$ cat src/rtl/buffer_arbiter_if.sv
// Buffer-access handshake bundle between the image writer/reader FSMs
// (master) and the frame-buffer arbiter (slave).
interface buffer_arbiter_if #(
  parameter int BANK_W = 1
);
  logic              rq_write;
  logic              writing;
  logic              ack_write;
  logic              rq_read;
  logic              reading;
  logic              ack_read;
  logic [BANK_W-1:0] wr_bank;
  logic [BANK_W-1:0] rd_bank;
  logic [BANK_W:0]   full_count;
  logic              grant_abort;

  modport master (
    output rq_write, writing, rq_read, reading,
    input  ack_write, ack_read, wr_bank, rd_bank, full_count, grant_abort
  );

  modport slave (
    input  rq_write, writing, rq_read, reading,
    output ack_write, ack_read, wr_bank, rd_bank, full_count, grant_abort
  );
endinterface

$ cat src/rtl/buffer_arbiter.sv
// Frame-buffer arbiter: grants one writer and one reader access to a
// NUM_BANKS-deep ping-pong buffer and steers bank pointers so the two
// never share a bank. Optional grant timeout under macro ARB_TIMEOUT_EN.
//
// Per-side FSM states:
//   state     | meaning
//   ST_IDLE   | no grant; waiting for a request that can be served
//   ST_GRANT  | ack high, waiting for the session input to rise
//   ST_ACTIVE | session open; its falling edge commits the bank
module buffer_arbiter #(
  parameter int NUM_BANKS = 2,
  parameter int BANK_W    = 1
`ifdef ARB_TIMEOUT_EN
  ,
  parameter int TIMEOUT_CYCLES = 16
`endif
) (
  input  logic               clk,
  input  logic               reset,
  buffer_arbiter_if.slave    bus
);

  localparam logic [1:0] ST_IDLE   = 2'd0;
  localparam logic [1:0] ST_GRANT  = 2'd1;
  localparam logic [1:0] ST_ACTIVE = 2'd2;

  localparam logic [BANK_W:0]   NB_FULL   = (BANK_W+1)'(NUM_BANKS);
  localparam logic [BANK_W-1:0] LAST_BANK = BANK_W'(NUM_BANKS - 1);

  logic [1:0]        w_state, r_state;
  logic              ack_write_q, ack_read_q;
  logic [BANK_W-1:0] wr_bank_q, rd_bank_q;
  logic [BANK_W:0]   full_q;
  logic              w_commit, r_commit;
  logic              w_abort, r_abort;

  assign w_commit = (w_state == ST_ACTIVE) && !bus.writing;
  assign r_commit = (r_state == ST_ACTIVE) && !bus.reading;

`ifdef ARB_TIMEOUT_EN
  localparam int CNT_W = $clog2(TIMEOUT_CYCLES + 1);
  localparam logic [CNT_W-1:0] CNT_LOAD = CNT_W'(TIMEOUT_CYCLES - 1);

  logic [CNT_W-1:0] w_cnt, r_cnt;
  logic             abort_q;

  // Down-counters reload while idle so each grant starts a fresh window.
  always_ff @(posedge clk or posedge reset) begin
    if (reset) begin
      w_cnt <= CNT_LOAD;
      r_cnt <= CNT_LOAD;
    end else begin
      if (w_state == ST_IDLE)
        w_cnt <= CNT_LOAD;
      else if ((w_state == ST_GRANT) && (w_cnt != '0))
        w_cnt <= w_cnt - 1'b1;
      if (r_state == ST_IDLE)
        r_cnt <= CNT_LOAD;
      else if ((r_state == ST_GRANT) && (r_cnt != '0))
        r_cnt <= r_cnt - 1'b1;
    end
  end

  assign w_abort = (w_state == ST_GRANT) && !bus.writing && (w_cnt == '0);
  assign r_abort = (r_state == ST_GRANT) && !bus.reading && (r_cnt == '0);

  // One pulse even when both sides time out together.
  always_ff @(posedge clk or posedge reset) begin
    if (reset) abort_q <= 1'b0;
    else       abort_q <= w_abort | r_abort;
  end

  assign bus.grant_abort = abort_q;
`else
  assign w_abort         = 1'b0;
  assign r_abort         = 1'b0;
  assign bus.grant_abort = 1'b0;
`endif

  // Writer side: grant only when a free bank exists.
  always_ff @(posedge clk or posedge reset) begin
    if (reset) begin
      w_state     <= ST_IDLE;
      ack_write_q <= 1'b0;
    end else begin
      case (w_state)
        ST_IDLE: if (bus.rq_write && (full_q < NB_FULL)) begin
          ack_write_q <= 1'b1;
          w_state     <= ST_GRANT;
        end
        ST_GRANT: if (bus.writing) begin
          w_state <= ST_ACTIVE;
        end else if (w_abort) begin
          ack_write_q <= 1'b0;
          w_state     <= ST_IDLE;
        end
        ST_ACTIVE: if (!bus.writing) begin
          ack_write_q <= 1'b0;
          w_state     <= ST_IDLE;
        end
        default: begin
          ack_write_q <= 1'b0;
          w_state     <= ST_IDLE;
        end
      endcase
    end
  end

  // Reader side: grant only when a committed bank exists.
  always_ff @(posedge clk or posedge reset) begin
    if (reset) begin
      r_state    <= ST_IDLE;
      ack_read_q <= 1'b0;
    end else begin
      case (r_state)
        ST_IDLE: if (bus.rq_read && (full_q != '0)) begin
          ack_read_q <= 1'b1;
          r_state    <= ST_GRANT;
        end
        ST_GRANT: if (bus.reading) begin
          r_state <= ST_ACTIVE;
        end else if (r_abort) begin
          ack_read_q <= 1'b0;
          r_state    <= ST_IDLE;
        end
        ST_ACTIVE: if (!bus.reading) begin
          ack_read_q <= 1'b0;
          r_state    <= ST_IDLE;
        end
        default: begin
          ack_read_q <= 1'b0;
          r_state    <= ST_IDLE;
        end
      endcase
    end
  end

  // Commits advance the owning pointer and adjust the committed-bank count.
  always_ff @(posedge clk or posedge reset) begin
    if (reset) begin
      wr_bank_q <= '0;
      rd_bank_q <= '0;
      full_q    <= '0;
    end else begin
      if (w_commit)
        wr_bank_q <= (wr_bank_q == LAST_BANK) ? '0 : wr_bank_q + 1'b1;
      if (r_commit)
        rd_bank_q <= (rd_bank_q == LAST_BANK) ? '0 : rd_bank_q + 1'b1;
      case ({w_commit, r_commit})
        2'b10:   full_q <= full_q + 1'b1;
        2'b01:   full_q <= full_q - 1'b1;
        default: full_q <= full_q;
      endcase
    end
  end

  assign bus.ack_write  = ack_write_q;
  assign bus.ack_read   = ack_read_q;
  assign bus.wr_bank    = wr_bank_q;
  assign bus.rd_bank    = rd_bank_q;
  assign bus.full_count = full_q;

endmodule

$ cat src/flat_wrapper.sv
// flat-port wrapper written by rule: the top's interface ports become plain ports
module buffer_arbiter_flat 
#(
  parameter int NUM_BANKS = 2,
  parameter int BANK_W    = 1

)
  (clk, reset, bus_rq_write, bus_writing, bus_rq_read, bus_reading, bus_ack_write, bus_ack_read, bus_wr_bank, bus_rd_bank, bus_full_count, bus_grant_abort);
  buffer_arbiter_if #(.BANK_W(BANK_W)) bus_i ();
  input  logic clk;
  input  logic reset;
  input wire logic [$bits(bus_i.rq_write)-1:0] bus_rq_write;
  input wire logic [$bits(bus_i.writing)-1:0] bus_writing;
  input wire logic [$bits(bus_i.rq_read)-1:0] bus_rq_read;
  input wire logic [$bits(bus_i.reading)-1:0] bus_reading;
  output wire logic [$bits(bus_i.ack_write)-1:0] bus_ack_write;
  output wire logic [$bits(bus_i.ack_read)-1:0] bus_ack_read;
  output wire logic [$bits(bus_i.wr_bank)-1:0] bus_wr_bank;
  output wire logic [$bits(bus_i.rd_bank)-1:0] bus_rd_bank;
  output wire logic [$bits(bus_i.full_count)-1:0] bus_full_count;
  output wire logic [$bits(bus_i.grant_abort)-1:0] bus_grant_abort;
  assign bus_i.rq_write = bus_rq_write;
  assign bus_i.writing = bus_writing;
  assign bus_i.rq_read = bus_rq_read;
  assign bus_i.reading = bus_reading;
  assign bus_ack_write = bus_i.ack_write;
  assign bus_ack_read = bus_i.ack_read;
  assign bus_wr_bank = bus_i.wr_bank;
  assign bus_rd_bank = bus_i.rd_bank;
  assign bus_full_count = bus_i.full_count;
  assign bus_grant_abort = bus_i.grant_abort;
  buffer_arbiter #(.NUM_BANKS(NUM_BANKS), .BANK_W(BANK_W)) u_core (.clk(clk), .reset(reset), .bus(bus_i));
endmodule
$ cat config.mk
export PLATFORM = sky130hd
export DESIGN_NAME = buffer_arbiter_flat
export DESIGN_NICKNAME = d
export VERILOG_FILES = /design/src/rtl/buffer_arbiter_if.sv /design/src/rtl/buffer_arbiter.sv /design/src/flat_wrapper.sv
export SDC_FILE = /design/constraint.sdc
export NUM_CORES = 1
export LEC_CHECK = 0
export CAP_MARGIN = 10
export CORE_MARGIN = 2
export CORE_UTILIZATION = 27
export CTS_BUF_LIST = sky130_fd_sc_hd__clkbuf_8
export CTS_CLUSTER_DIAMETER = 120
export DETAILED_ROUTE_END_ITERATION = 10
export SYNTH_ARGS = -nofsm -noshare
export SYNTH_HDL_FRONTEND = slang
export SYNTH_SLANG_ARGS = --single-unit
$ cat constraint.sdc
create_clock -name clk -period 1.5 [get_ports clk]
set_clock_uncertainty 0.05 [all_clocks]
set_input_delay 0.3 -clock clk [delete_from_list [all_inputs] [get_ports clk]]
set_output_delay 0.3 -clock clk [all_outputs]
set_load 0.005 [all_outputs]
# Yosys cells after proc, flatten, opt, wreduce, memory -nomap -nowiden
# Cells that the tools add are included.
[totals] ff_bits=10 inputBits=6 out_inout_bits=7 elab_cells=57
[op_classes] add_sub_neg=4 order_cmp=1 n_eq_ne=12 n_mux=17 bitwise=2 n_reduce_logical=14
[op_table] cell="two-way mux 2 bit" count=6
[op_table] cell="case mux 2 bit (3 select lines)" count=2
[op_table] cell="AND reduction 3 bit" count=4
[op_table] cell="inequality test 2 bit, second input constant" count=4
[op_table] cell="== test 2 x 1 -> 1 bit, second input constant" count=3
[op_table] cell="== test 2 bit, second input constant" count=3
[op_table] cell="two-way mux 1 bit" count=6
[op_table] cell="case mux 1 bit (3 select lines)" count=2
[op_table] cell="logical AND 1 bit" count=4
[op_table] cell="logical NOT 2 bit" count=2
[op_table] cell="inequality test 2 x 1 -> 1 bit, second input constant" count=2
[op_table] cell="case mux 2 bit (2 select lines)" count=1
[op_table] cell="nonzero test 2 bit" count=2
[op_table] cell="adder 1 bit, second input constant" count=2
[op_table] cell="adder 2 x 1 -> 2 bit, second input constant" count=1
[op_table] cell="logical NOT 1 bit" count=2
[op_table] cell="< comparator 2 bit, second input constant" count=1
[op_table] cell="NOT 1 bit" count=2
[op_table] cell="subtractor 2 x 1 -> 2 bit, second input constant" count=1

# Logic depth before layout (Yosys ltp)
[depth] ltp_word=4 mapped_depth=6 ltp_nobuf=6

# Worst setup path after synthesis
# OpenSTA, ideal clock, no wires.
[synth_timing] path_kind="flip-flop to flip-flop" from="register u_core.r_state[0]" to="register u_core.full_q[1], in the netlist u_core.bus.full_count[1]" setup_ns=0.079 arrival_ns=1.174 path_slack_ns=0.197 path_stages_with_launch=5 path_buffers=0 synth_period_minus_slack_ns=1.303 cell_sequence="dfrtp_1 > nor3b_2 > ha_1 > nor2_1 > xor2_1"
[synth_between] elab_chain_cells=4
[synth_rtl] item="start: declaration" line_no="buffer_arbiter.sv:30" rtl="logic [1:0] w_state, r_state;"
[synth_rtl] item="start signal: assignment" line_no="buffer_arbiter.sv:112" rtl="r_state <= ST_IDLE;"
[synth_rtl] item="start signal: assignment" line_no="buffer_arbiter.sv:118" rtl="r_state <= ST_GRANT;"
[synth_rtl] item="start signal: assignment" line_no="buffer_arbiter.sv:121" rtl="r_state <= ST_ACTIVE;"
[synth_rtl] item="== test 2 bit *" line_no="buffer_arbiter.sv:38" rtl="assign r_commit = (r_state == ST_ACTIVE) && !bus.reading;"
[synth_rtl] item="logical AND 1 bit *" line_no="buffer_arbiter.sv:38"
[synth_rtl] item="net u_core.r_commit" line_no="buffer_arbiter.sv:34" rtl="logic w_commit, r_commit;"
[synth_rtl] item="== test 2 x 1 -> 1 bit or == test 2 bit (tied branches)" line_no="buffer_arbiter.sv:149" rtl="case ({w_commit, r_commit})"
[synth_rtl] item="case mux 2 bit (2 select lines) or nonzero test 2 bit (tied branches)"
[synth_rtl] item="end signal: assignment" line_no="buffer_arbiter.sv:150" rtl="2'b10: full_q <= full_q + 1'b1;"
[synth_rtl] item="end signal: assignment" line_no="buffer_arbiter.sv:151" rtl="2'b01: full_q <= full_q - 1'b1;"
[synth_rtl] item="end signal: assignment" line_no="buffer_arbiter.sv:152" rtl="default: full_q <= full_q;"
[synth_rtl] item="end: declaration" line_no="buffer_arbiter.sv:33" rtl="logic [BANK_W:0] full_q;"
# Mark *: on every way through the listed nets, which the timed path passes. The rest lies on a longest branch.
# A chain may end at the register's enable or synchronous reset.

# Final worst setup path
[layout_timing] from="register u_core.ack_read_q, in the netlist u_core.bus.ack_read" to="output port bus_ack_read"
[layout_lines] item="start: declaration" line_no="buffer_arbiter.sv:31" rtl="logic ack_write_q, ack_read_q;"
[layout_lines] item="start signal: assignment" line_no="buffer_arbiter.sv:113" rtl="ack_read_q <= 1'b0;"
[layout_lines] item="start signal: assignment" line_no="buffer_arbiter.sv:117" rtl="ack_read_q <= 1'b1;"
[layout_lines] item="start signal: assignment" line_no="buffer_arbiter.sv:123" rtl="ack_read_q <= 1'b0;"
[layout_lines] item="end: declaration" line_no="flat_wrapper.sv:17" rtl="output wire logic [$bits(bus_i.ack_read)-1:0] bus_ack_read;"
# No word-level cell between the ends.

==> run_summary.xml <==
<?xml version="1.0" encoding="UTF-8"?>
<metrics>
  <group name="drt">
    <metric name="drt_iter0_markers" unit="">3</metric>
    <metric name="detailedRoute.firstPassIterationCount" unit="">3</metric>
    <metric name="via_per_inst" unit="">4.23</metric>
    <metric name="antenna_violating_nets_post_route" unit="">0</metric>
    <metric name="wire_per_inst" unit="um">10.9</metric>
    <metric name="remaining_drc_errors" unit="">0</metric>
    <metric name="vias" unit="">313</metric>
    <metric name="finalWirelength" unit="um">810</metric>
  </group>
  <group name="cts">
    <metric name="clock_path_buffers" unit="">2</metric>
    <metric name="worst_setup_hold_path_clk_slew" unit="ps">50</metric>
    <metric name="cell_at_the_root_of_the_clock_tree" unit="">sky130_fd_sc_hd__clkbuf_8</metric>
    <metric name="cts_htree_levels" unit="">1</metric>
    <metric name="worstSkewPairLatency" unit="ps">240</metric>
    <metric name="number_of_buffers_added_by_the_clock_tree_synthesis_step" unit="">3</metric>
    <metric name="cts_tree" unit="">yes</metric>
    <metric name="clkSinkCount" unit="">10</metric>
    <metric name="post_cts_resize_count" unit="">0</metric>
  </group>
  <group name="worst_setup_path">
    <metric name="crit_path_end_kind" unit="">output pin</metric>
    <metric name="worstPathArrival" unit="ps">1110</metric>
    <metric name="setup.reg_to_reg.worst_slack" unit="ps">130</metric>
    <metric name="path_delay_family" unit="">buffers and inverters</metric>
    <metric name="ff2ff_path_depth" unit="">4</metric>
    <metric name="reg_to_reg_end" unit="">u_core.bus.full_count[1]$_DFFE_PP0P_</metric>
    <metric name="worst-endpoint-required" unit="ps">1150</metric>
    <metric name="max_stage_delay" unit="ps">510</metric>
    <metric name="worst_r2r_startpoint" unit="">u_core.r_state[0]$_DFFE_PP0P_</metric>
    <metric name="worstPathCellList" unit="">clkdlybuf4s50_1</metric>
    <metric name="critical_path.n_buffers_inverters" unit="">1</metric>
    <metric name="cp_launch_type" unit="">register</metric>
    <metric name="worst_path_max_delay_cell" unit="">sky130_fd_sc_hd__clkdlybuf4s50_1</metric>
    <metric name="worstSetupPathType" unit="">register to output pin</metric>
    <metric name="worst_path_maximum_fanout" unit="">3</metric>
  </group>
  <group name="cells_and_area">
    <metric name="insertedDiodeCount" unit="">0</metric>
    <metric name="stdcell_count" unit="">74</metric>
    <metric name="synthToLayoutAreaGrowth" unit="%">45.1</metric>
    <metric name="design.final.nets" unit="">67</metric>
    <metric name="layout-drive-gt1-share" unit="">0.172</metric>
  </group>
  <group name="yosys">
    <metric name="yosys_warnings" unit="">0</metric>
    <metric name="ranking_of_synthesized_cells_by_area" unit="">sky130_fd_sc_hd__dfrtp_1 56%, sky130_fd_sc_hd__xnor2_1 7.8%, sky130_fd_sc_hd__xor2_1 5.9%, sky130_fd_sc_hd__nor2_1 5.0%, sky130_fd_sc_hd__ha_1 2.8%</metric>
    <metric name="synth_cell_type_count" unit="">18</metric>
    <metric name="synth_edf_count" unit="">0</metric>
    <metric name="post_synth_instance_area" unit="um2">447</metric>
    <metric name="netlist.area_leader.share" unit="">0.560</metric>
    <metric name="synth.avg_cell_area" unit="um2">11.2</metric>
    <metric name="synth_sequential_area_ratio" unit="">0.560</metric>
    <metric name="postSynth.asyncResetShare" unit="">1.00</metric>
    <metric name="postSynthNetCount" unit="">47</metric>
    <metric name="synth_common_cells" unit="">10 x sky130_fd_sc_hd__dfrtp_1, 6 x sky130_fd_sc_hd__nor2_1, 4 x sky130_fd_sc_hd__xnor2_1</metric>
    <metric name="post-synth-top-count-cell" unit="">sky130_fd_sc_hd__dfrtp_1</metric>
    <metric name="postSynthCellCount" unit="">40</metric>
    <metric name="synth.ff_latch_count" unit="">10</metric>
    <metric name="synthFlopType" unit="">sky130_fd_sc_hd__dfrtp_1</metric>
    <metric name="yosysTopAreaCell" unit="">sky130_fd_sc_hd__dfrtp_1</metric>
  </group>
  <group name="timing">
    <metric name="hold_viol_final" unit="">0</metric>
    <metric name="final.period_utilization" unit="">0.974</metric>
    <metric name="finalSetupViolations" unit="">0</metric>
    <metric name="slew_violations" unit="">0</metric>
    <metric name="fin_tns_setup" unit="ps">0</metric>
    <metric name="max_freq" unit="GHz">0.685</metric>
    <metric name="grt_setup_unrepaired" unit="">no</metric>
    <metric name="clock_period_minus_worst_slack" unit="ps">1460</metric>
  </group>
  <group name="die">
    <metric name="floorplan.initialDensity" unit="">0.293</metric>
    <metric name="row_count" unit="">14</metric>
    <metric name="design.die.area" unit="um2">2000</metric>
    <metric name="core_area" unit="um2">1520</metric>
    <metric name="dieWidth" unit="um">44.7</metric>
    <metric name="floorplan.die.height" unit="um">44.7</metric>
    <metric name="num_io_pins" unit="">13</metric>
  </group>
  <group name="placed_design">
    <metric name="globalplace.congestion" unit="">0.717</metric>
    <metric name="place.port_buffers" unit="">11</metric>
    <metric name="post-place-cells" unit="">69</metric>
    <metric name="post-dp-hpwl" unit="um">558</metric>
  </group>
  <group name="global_route">
    <metric name="grt_start_max_net_pins" unit="">11</metric>
    <metric name="antenna_violations_before_repair" unit="">0</metric>
    <metric name="gr-total-overflow" unit="">0</metric>
    <metric name="first_global_vias" unit="">305</metric>
    <metric name="globalRouteTotalUtil" unit="">0.105</metric>
    <metric name="first_pass_grt_wire_length" unit="um">1330</metric>
  </group>
  <group name="pwr">
    <metric name="power_density" unit="nW/um2">2070</metric>
    <metric name="ir_drop" unit="mV">0.857</metric>
    <metric name="p_leak" unit="nW">0.292</metric>
  </group>
  <group name="worst_hold_path">
    <metric name="hp-class" unit="">input pin to asynchronous set/reset pin</metric>
  </group>
  <group name="job">
    <metric name="max_cap_viol_count" unit="">0</metric>
  </group>
  <group name="run_status">
    <metric name="run_status" unit="">finished, final reports clean</metric>
  </group>
</metrics>
## area by class of cell
cell class	count	area (um2)
tap	16	20.0
fill	154	876
inverter	2	7.51
clock buffer	3	41.3
timing repair buffer	16	148
sequential	10	250
multi-input combinational	27	181
## flip-flops by register name, summed over array words and instances, names as in the netlist
| name | flops |
|---|---|
| u_core.bus.full_count | 2 |
| u_core.r_state | 2 |
| u_core.w_state | 2 |
| u_core.bus.ack_read | 1 |
| u_core.bus.ack_write | 1 |
| u_core.bus.rd_bank | 1 |
| u_core.bus.wr_bank | 1 |
## worst max-delay path by stage
stage	from	slack (ps)	cells past startpoint	endpoint
2_1_floorplan	u_core.r_state[0]$_DFFE_PP0P_	200	4	u_core.bus.full_count[1]$_DFFE_PP0P_
3_3_place_gp	bus_reading	-160	5	u_core.bus.full_count[1]$_DFFE_PP0P_
3_5_place_dp	bus_writing	-160	6	u_core.bus.full_count[1]$_DFFE_PP0P_
4_1_cts	u_core.bus.ack_read$_DFFE_PP0P_	30	1	bus_ack_read
5_1_grt	bus_reading	6	5	u_core.bus.full_count[1]$_DFFE_PP0P_
6_report	u_core.bus.ack_read$_DFFE_PP0P_	40	1	bus_ack_read
## cells by family after synthesis
family | count (synthesis) | synth area share
xor+xnor | 7 | 0.137
mux | 1 | 0.0252
other cells | 1 | 0.00840
compound gates | 5 | 0.0728
flops | 10 | 0.560
fa+ha+maj | 1 | 0.0280
simple gates | 12 | 0.134
buf+inv | 3 | 0.0336
## cells in the final DEF, fill, tap and decap left out
cell,netlist,routed
sky130_fd_sc_hd__mux2_2,1,1
sky130_fd_sc_hd__nand2_1,3,3
sky130_fd_sc_hd__nor3b_2,1,1
sky130_fd_sc_hd__dfrtp_1,10,10
sky130_fd_sc_hd__conb_1,1,1
sky130_fd_sc_hd__xor2_1,3,3
sky130_fd_sc_hd__o2bb2ai_1,1,1
sky130_fd_sc_hd__buf_4,1,5
sky130_fd_sc_hd__o21ai_1,1,1
sky130_fd_sc_hd__o21ai_0,1,1
sky130_fd_sc_hd__ha_1,1,1
sky130_fd_sc_hd__nand3b_1,1,1
sky130_fd_sc_hd__xnor2_1,4,4
sky130_fd_sc_hd__a21oi_1,1,1
sky130_fd_sc_hd__a2bb2oi_1,1,1
sky130_fd_sc_hd__inv_1,2,2
sky130_fd_sc_hd__clkdlybuf4s50_1,0,11
sky130_fd_sc_hd__nor2_1,6,6
sky130_fd_sc_hd__and2_1,1,1
sky130_fd_sc_hd__clkbuf_8,0,3
## power breakdown
group | switching (mW) | internal [mW] | total [mW]
Combinational | 0.176 | 0.361 | 0.537
Sequential | 0.116 | 0.406 | 0.522
Clock | 0.107 | 0.176 | 0.283
Total | 0.399 | 0.942 | 1.34
## stage by stage
stage / hold slack [ps] / setup slack (ps) / instance area, um2 / utilization / power [mW]
2_1_floorplan: 90.2 / 197 / 447 / - / 0.787
3_3_place_gp: 407 / -163 / 592 / 0.388 / 1.02
3_5_place_dp: 413 / -163 / 592 / 0.388 / 1.03
4_1_cts: 314 / 27.6 / 648 / 0.425 / 1.36
5_1_grt: 336 / 5.55 / 648 / 0.425 / 1.44
6_report: 291 / 39.5 / 648 / 0.425 / 1.34
## layer usage
metal,GRT usage,routed length [um],up-vias
li1,-,-,162
met3,0.0653,59,4
met1,0.139,399,136
met5,0,0,-
met4,0.0909,27,0
met2,0.113,324,11
## what timing repair did
item	CTS	global route
hold buffers	0	0
endpoints found under the setup margin	2	0
setup buffers	2	0
Note: power is estimated with default switching activity, not from simulation.
